## config.mk

```make
export PLATFORM = sky130hd
export DESIGN_NAME = seg_scan_driver
export DESIGN_NICKNAME = d
export VERILOG_FILES = /design/src/rtl/seg_scan_driver.sv
export SDC_FILE = /design/constraint.sdc
export NUM_CORES = 1
export LEC_CHECK = 0
export BUFFER_PORTS_ARGS = -buffer_cell sky130_fd_sc_hd__buf_2
export CELL_PAD_IN_SITES_DETAIL_PLACEMENT = 1
export CELL_PAD_IN_SITES_GLOBAL_PLACEMENT = 1
export CORE_MARGIN = 2
export CORE_UTILIZATION = 46
export CTS_CLUSTER_DIAMETER = 150
export DETAILED_ROUTE_END_ITERATION = 8
export PLACE_DENSITY = 0.93
export SETUP_SLACK_MARGIN = 0.5
export SYNTH_ARGS = -nofsm -noshare
export SYNTH_HDL_FRONTEND = slang
export SYNTH_SLANG_ARGS = --single-unit
```

## constraint.sdc

```tcl
create_clock -name i_clk -period 6.6 [get_ports i_clk]
set_input_delay 0.33 -clock i_clk [delete_from_list [all_inputs] [get_ports i_clk]]
set_output_delay 0.33 -clock i_clk [all_outputs]
set_load 0.01 [all_outputs]
```

## src/rtl/seg_scan_driver.sv

```systemverilog
// Time-multiplexed driver for an 8-digit common-anode seven-segment display.
// New frame data is staged on load and swapped into the shadow bank at frame wrap.
module seg_scan_driver #(
  parameter int REFRESH_DIV  = 100000,
  parameter int BLANK_CYCLES = 2000
) (
  input  logic        i_clk,
  input  logic        i_rst,
  input  logic [31:0] i_digit_data,
  input  logic [7:0]  i_digit_en,
  input  logic [7:0]  i_dp_mask,
  input  logic        i_load,
  output logic [7:0]  o_anode,
  output logic [7:0]  o_cathode,
  output logic        o_frame_done
);

  localparam int CW = (REFRESH_DIV > 2) ? $clog2(REFRESH_DIV) : 1;
  localparam logic [CW-1:0] LAST = CW'(REFRESH_DIV - 1);
  localparam logic [CW-1:0] BLK  = CW'(BLANK_CYCLES);

  typedef enum logic {ST_BLANK, ST_DRIVE} state_t;

  // With no blanking gap every slot starts straight in DRIVE
  localparam state_t ST_RST = (BLANK_CYCLES == 0) ? ST_DRIVE : ST_BLANK;

  state_t      r_state;
  state_t      w_state_nxt;
  logic [CW-1:0] r_cnt;
  logic [CW-1:0] w_cnt_nxt;
  logic [2:0]  r_idx;
  logic [2:0]  w_idx_nxt;
  logic [31:0] r_stg_data;
  logic [7:0]  r_stg_en;
  logic [7:0]  r_stg_dp;
  logic        r_pending;
  logic [31:0] r_shd_data;
  logic [7:0]  r_shd_en;
  logic [7:0]  r_shd_dp;
  logic        w_slot_end;
  logic        w_wrap;
  logic [3:0]  w_nib;
  logic [7:0]  w_seg;
  logic [7:0]  w_anode;
  logic [7:0]  w_cathode;

  always_comb begin
    w_slot_end  = (r_cnt == LAST);
    w_wrap      = w_slot_end && (r_idx == 3'd7);
    w_cnt_nxt   = w_slot_end ? '0 : r_cnt + 1'b1;
    w_idx_nxt   = w_slot_end ? r_idx + 3'd1 : r_idx;
    w_state_nxt = r_state;
    unique case (r_state)
      ST_BLANK: if (w_cnt_nxt == BLK) w_state_nxt = ST_DRIVE;
      ST_DRIVE: if (w_slot_end && BLK != '0) w_state_nxt = ST_BLANK;
      default:  w_state_nxt = ST_RST;
    endcase
  end

  always_comb begin
    w_nib = r_shd_data[{r_idx, 2'b00} +: 4];
    case (w_nib)
      4'h0:    w_seg = 8'b00000011;
      4'h1:    w_seg = 8'b10011111;
      4'h2:    w_seg = 8'b00100101;
      4'h3:    w_seg = 8'b00001101;
      4'h4:    w_seg = 8'b10011001;
      4'h5:    w_seg = 8'b01001001;
      4'h6:    w_seg = 8'b01000001;
      4'h7:    w_seg = 8'b00011111;
      4'h8:    w_seg = 8'b00000001;
      4'h9:    w_seg = 8'b00001001;
      4'hA:    w_seg = 8'b00010001;
      4'hB:    w_seg = 8'b11000001;
      4'hC:    w_seg = 8'b01100011;
      4'hD:    w_seg = 8'b10000101;
      4'hE:    w_seg = 8'b01100001;
      default: w_seg = 8'b01110001;
    endcase
    w_anode   = 8'hFF;
    w_cathode = 8'hFF;
    if (r_state == ST_DRIVE && r_shd_en[r_idx]) begin
      w_anode   = ~(8'b1 << r_idx);
      w_cathode = {w_seg[7:1], w_seg[0] & ~r_shd_dp[r_idx]};
    end
  end

  always_ff @(posedge i_clk) begin
    if (i_rst) begin
      r_state      <= ST_RST;
      r_cnt        <= '0;
      r_idx        <= '0;
      r_stg_data   <= '0;
      r_stg_en     <= '0;
      r_stg_dp     <= '0;
      r_pending    <= 1'b0;
      r_shd_data   <= '0;
      r_shd_en     <= '0;
      r_shd_dp     <= '0;
      o_anode      <= 8'hFF;
      o_cathode    <= 8'hFF;
      o_frame_done <= 1'b0;
    end else begin
      r_state      <= w_state_nxt;
      r_cnt        <= w_cnt_nxt;
      r_idx        <= w_idx_nxt;
      o_anode      <= w_anode;
      o_cathode    <= w_cathode;
      o_frame_done <= w_wrap;
      // Shadow swaps only at frame wrap so a frame is never mixed
      if (w_wrap && r_pending) begin
        r_shd_data <= r_stg_data;
        r_shd_en   <= r_stg_en;
        r_shd_dp   <= r_stg_dp;
      end
      if (i_load) begin
        r_stg_data <= i_digit_data;
        r_stg_en   <= i_digit_en;
        r_stg_dp   <= i_dp_mask;
        r_pending  <= 1'b1;
      end else if (w_wrap) begin
        r_pending  <= 1'b0;
      end
    end
  end

endmodule
```

## Yosys cells after proc, flatten, opt, wreduce, memory -nomap -nowiden

Memory sizes are Yosys's and may differ from the RTL's. A register that Yosys moved wholly into a read port is not among the register bits.
Index checks and enable logic that the tools add are counted.

- Add/sub/neg operators: 2
- $lt $le $gt $ge: 1
- Equal/unequal tests: 3
- Shift-type cells: 2
- Muxes and demuxes: 10
- Bitwise operators: 5
- Reduce and logical (&&, ||, !) cells: 5

Operator list:

| cell | number |
|---|---|
| $shiftx A32 B6 Y4 | 1 |
| $add A17 B1 Y17 const B | 1 |
| $eq A17 B11 Y1 const B | 1 |
| $eq A17 B17 Y1 const B | 1 |
| $mux W17 | 1 |
| $not A8 Y8 | 1 |
| $shl A1 B3 Y8 const A | 1 |
| $bmux W1 S3 | 2 |
| $mux W1 | 6 |
| $lt A3 B4 Y1 const B | 1 |
| $add A3 B1 Y3 const B | 1 |
| $eq A3 B3 Y1 const B | 1 |
| $logic_and A1 B1 Y1 | 3 |
| $not A1 Y1 | 3 |
| $pmux W1 S2 | 1 |
| $reduce_bool A2 Y1 | 1 |
| $reduce_or A2 Y1 | 1 |
| $and A1 B1 Y1 const A | 1 |

- Register bits: 135
- Bits in read-only memories: 112
- Input bits: 51
- Output and inout port bits: 17
- Word-level logic and storage cells: 42
- Memories kept: 1

Memories:

| memory | words | bits a word | rd ports | clocked after memory_dff | wr ports | RTL line | text |
|---|---|---|---|---|---|---|---|
| (no name shown) | 16 | 7 | 1 | 1 | 0 | 62 | `case (w_nib)` |

## Logic depth before layout (Yosys ltp)

- Depth in word-level cells: 5
- Depth in mapped cells: 12
- Gate-level depth less buffers: 10

## Worst setup path before layout

OpenSTA, ideal clock, no wires.

- Path kind: reg-to-reg
- From: reg r_idx[0]
- To: reg o_cathode[7]
- Setup time: 0.125 ns
- Data arrival time: 2.165 ns
- Data required time: 6.475 ns
- Setup slack: 4.310 ns
- Cell stages (with the launch flop): 10
- Buffers on the path: 2
- Clock period less this slack: 2.290 ns
- Cell sequence: dfxtp_1 buf_2 buf_4 mux4_2 nand2_1 nand2_1 ha_1 or3_1 o21ai_0 o21ai_0

- Cells in the longest elaborated chain, start to end: 5
- Elaborated cells between the ends (all ways): 6
- Those cells by class: 1 x shift; 2 x mux; 1 x bitwise; 2 x reduce/logical

Ends and longest elaborated chain:

| item | RTL line | text |
|---|---|---|
| from (decl) | 31 | `logic [2:0] r_idx;` |
| from (signal assigned) | 106 | `r_idx <= w_idx_nxt;` |
| $bmux W1 S3 | 82 | `if (r_state == ST_DRIVE && r_shd_en[r_idx]) begin` |
| $mux W1 (implied by the code) | 82 |  |
| $logic_and A1 B1 Y1 | 82 |  |
| $not A1 Y1 (no source line) | -- |  |
| $reduce_or A2 Y1 (no source line) | -- |  |
| to (decl) | 14 | `output logic [7:0] o_cathode,` |

Several ways; a longest one is shown, not always the timed one. The select of a mux whose other input is x is not followed.
A chain may end at the register's enable or synchronous reset.

## Worst setup path after layout

Same ends and word-level chain as after synthesis.

==> results.md <==
- Outcome: finished, final reports clean
- Pwr/cell area: 289 nW/µm²
- Remaining global-route overflow: 0
- DRC: 0
- Clock tree from TritonCTS: built
- CTS Buffer Depth: 2
- Cell accounting for the most synthesized area: dfxtp_1
- GR peak layer: met2
- Post-DP HPWL: around 9700 µm
- Max-slew violation count: 0
- RSZ-0062 raised after global routing: no
- Count of input and output buffers: 67
- Final hold viol count: 0
- Clk root buf: clkbuf_16
- Met1 usage in global routing: 0.273
- Multi-input gate area: around 2700 µm²
- Crit end category: flip-flop
- DR WL/cell: around 18 µm
- Fraction of layout cells with a size suffix above 1: 0.183
- Met2 Track Usage GR: 0.402
- Setup Viol. Count Final: 0
- P_leak: around 0.0026 µW
- Routed Antenna Nets: 0
- Syn Nets: slightly below 700
- Core area: 12000 µm²
- Postcts setup bufs: 0
- Power, Total: 1910 µW
- Crit Path Category: reg -> reg
- Die width: around 110 µm
- Clk Latency, worst-skew pair: 430 ps
- Final Util: 0.551
- # fillers: about 1400
- Antenna cell count: 0
- Fin nets: ~730
- Peak Freq: 299 MHz
- Area growth from synthesis to layout: 17.0%
- Yosys top cell area share: 0.478
- Max FO, Critical Path: 16
- Worst-margin pin slew: between 1000 and 1500 ps
- Vias: approximately 4600
- Initial antenna violation count: 0
- WP data required: between 6000 and 7000 ps
- Starting Density: 0.471
- Post-Route WL: approximately 15000 µm
- # IOs: between 60 and 70
- Mapped cell area: between 5000 and 6000 µm²
- Fin crit share: 0.506
- Synth cell types: 48
- Reg clk slew, reported paths: 60 ps
- Vias in the first global route: about 4900
- Hold crit path type: in -> reg
- DR vias/cell: 5.53
- Row cnt: 40
- CTS Hold Bufs: 0
- GR Util All Layers: 0.236
- Most frequent cells in the layout: dfxtp_1, nand2_1, nor2_1
- DR iter-0 viols: 318
- First-pass GRT wire length: between 20000 and 25000 µm
- Syn Inst Count: between 600 and 700
- Maximum vdd ir drop: ~0.17 mV
- Die Y: roughly 110 µm
- TritonCTS Sinks: ~140
- Rel. slew slack: 0.0884
- Seq/Total Area, Yosys: 0.478
- Post-layout min period: roughly 3300 ps
- Post-cts resize count: 0
- Largest net degree at the start of global routing: between 100 and 150
- Max-Cap Viols: 0
- Syn. warnings: 0
- GRT met3 Usage: 0.0738
- Drt first pass iters: 4
- Storage element area: ~2700 µm²
- CP arrival: 3570 ps
- Largest cells by area after synthesis: dfxtp_1, mux2i_1, nand2_1
- Setup TNS Final: 0 ps
- Die ar.: between 10000 and 15000 µm²
- Commonest non-fill, non-tap cell in the layout: dfxtp_1
- CP startpoint kind: flip-flop
- FF+latch count, synth: between 100 and 150
- H-tree depth: 4
- Cts bufs inserted: 17
- Syn_area_per_cell: around 9.2 µm²
- Global placement routability congestion: between 0.9 and 1
- Layout Skew: between 6 and 7 ps
-- where the power goes --
| part | leakage [µW] | internal (µW) | switching [µW] |
|---|---|---|---|
| logic | 0.00122 | 33.1 | 38.9 |
| registers | 0.00110 | 835 | 14.1 |
| clock network | 0.000307 | 635 | 356 |
| total | 0.00263 | 1500 | 409 |
-- metrics by stage --
step	std cells	worst slack (ps)	area (µm²)	hold WS, ps
6_report	825	3260	6620	140
5_1_grt	825	2960	6620	143
4_1_cts	825	3220	6620	127
3_5_place_dp	793	3340	5990	448
3_3_place_gp	793	3550	5990	436
2_1_floorplan	618	4310	5660	429
-- sequential cells by signal (all words and copies together) (netlist names), 3 cells and up --
register,cells
o_anode,8
r_stg_data,32
r_shd_data,32
r_idx,3
o_cathode,8
r_stg_en,8
r_shd_dp,8
r_cnt,17
r_stg_dp,8
r_shd_en,8
-- critical path, stage by stage, from the launching register on --
cell     delay, ps
dfxtp_1       1020
mux4_2         640
mux2i_1        810
nand2_1        240
o21ai_0        310
o21ai_0        130
-- cell type report --
class	count	share of cell area
multi-input cells	432	0.410
flip-flops and latches	135	0.408
well taps	147	0.0278
clock buffers	22	0.0731
inverters	9	0.00510
repair buffers	70	0.0544
clock inverters	10	0.0215
-- per-layer routing --
layer / routed length, µm / vias to the layer above
li1: - / 2178
met4: 429 / 0
met5: 0 / -
met3: 569 / 43
met1: 6060 / 2216
met2: 7450 / 128
-- cell families (layout without fill, tap and decap cells) --
logic type,count (synthesis),in the layout,share of synthesized area
AO/OA/AOI/OAI,74,74,0.0723
AND/OR/NAND/NOR,261,261,0.204
multiplexers,69,69,0.151
XOR/XNOR,15,15,0.0232
buffers and inverters,51,111,0.0429
adder cells (fa/ha/maj),13,13,0.0287
flip-flops,135,135,0.478
-- worst paths after layout --
check,startpoint,slack [ps],end,cells after the start
worst min register to register,r_shd_data[11],450,r_shd_data[11],2
worst max-delay path,r_idx[0],3260,o_cathode[7],5
worst min-delay path,i_digit_data[6],140,r_stg_data[6],3
worst max register to register,r_idx[0],3260,o_cathode[7],5
-- synthesized netlist by cell type, drive strengths merged --
| library cell | n |
|---|---|
| dfxtp | 135 |
| nand2 | 130 |
| nor2 | 78 |
| a21oi | 57 |
| mux2i | 55 |
| buf | 24 |
| clkbuf | 18 |
| ha | 13 |
| mux4 | 12 |
| nand3 | 12 |
| inv | 9 |
| xnor2 | 8 |
| xor2 | 7 |
| nor3 | 6 |
| o21ai | 6 |
| nand4 | 5 |
| o221ai | 5 |
| nor4 | 4 |
| or3 | 4 |
| and2 | 3 |
| and3 | 3 |
| nor3b | 3 |
| mux2 | 2 |
| nand2b | 2 |
| nor2b | 2 |
| or2 | 2 |
| a2111oi | 1 |
| a211oi | 1 |
| a22o | 1 |
| a31o | 1 |
| a41oi | 1 |
| and2b | 1 |
| and4 | 1 |
| and4b | 1 |
| nand4b | 1 |
| nor4b | 1 |
| o211ai | 1 |
| or4 | 1 |
| or4b | 1 |
Power figures use the tool's default switching activity.
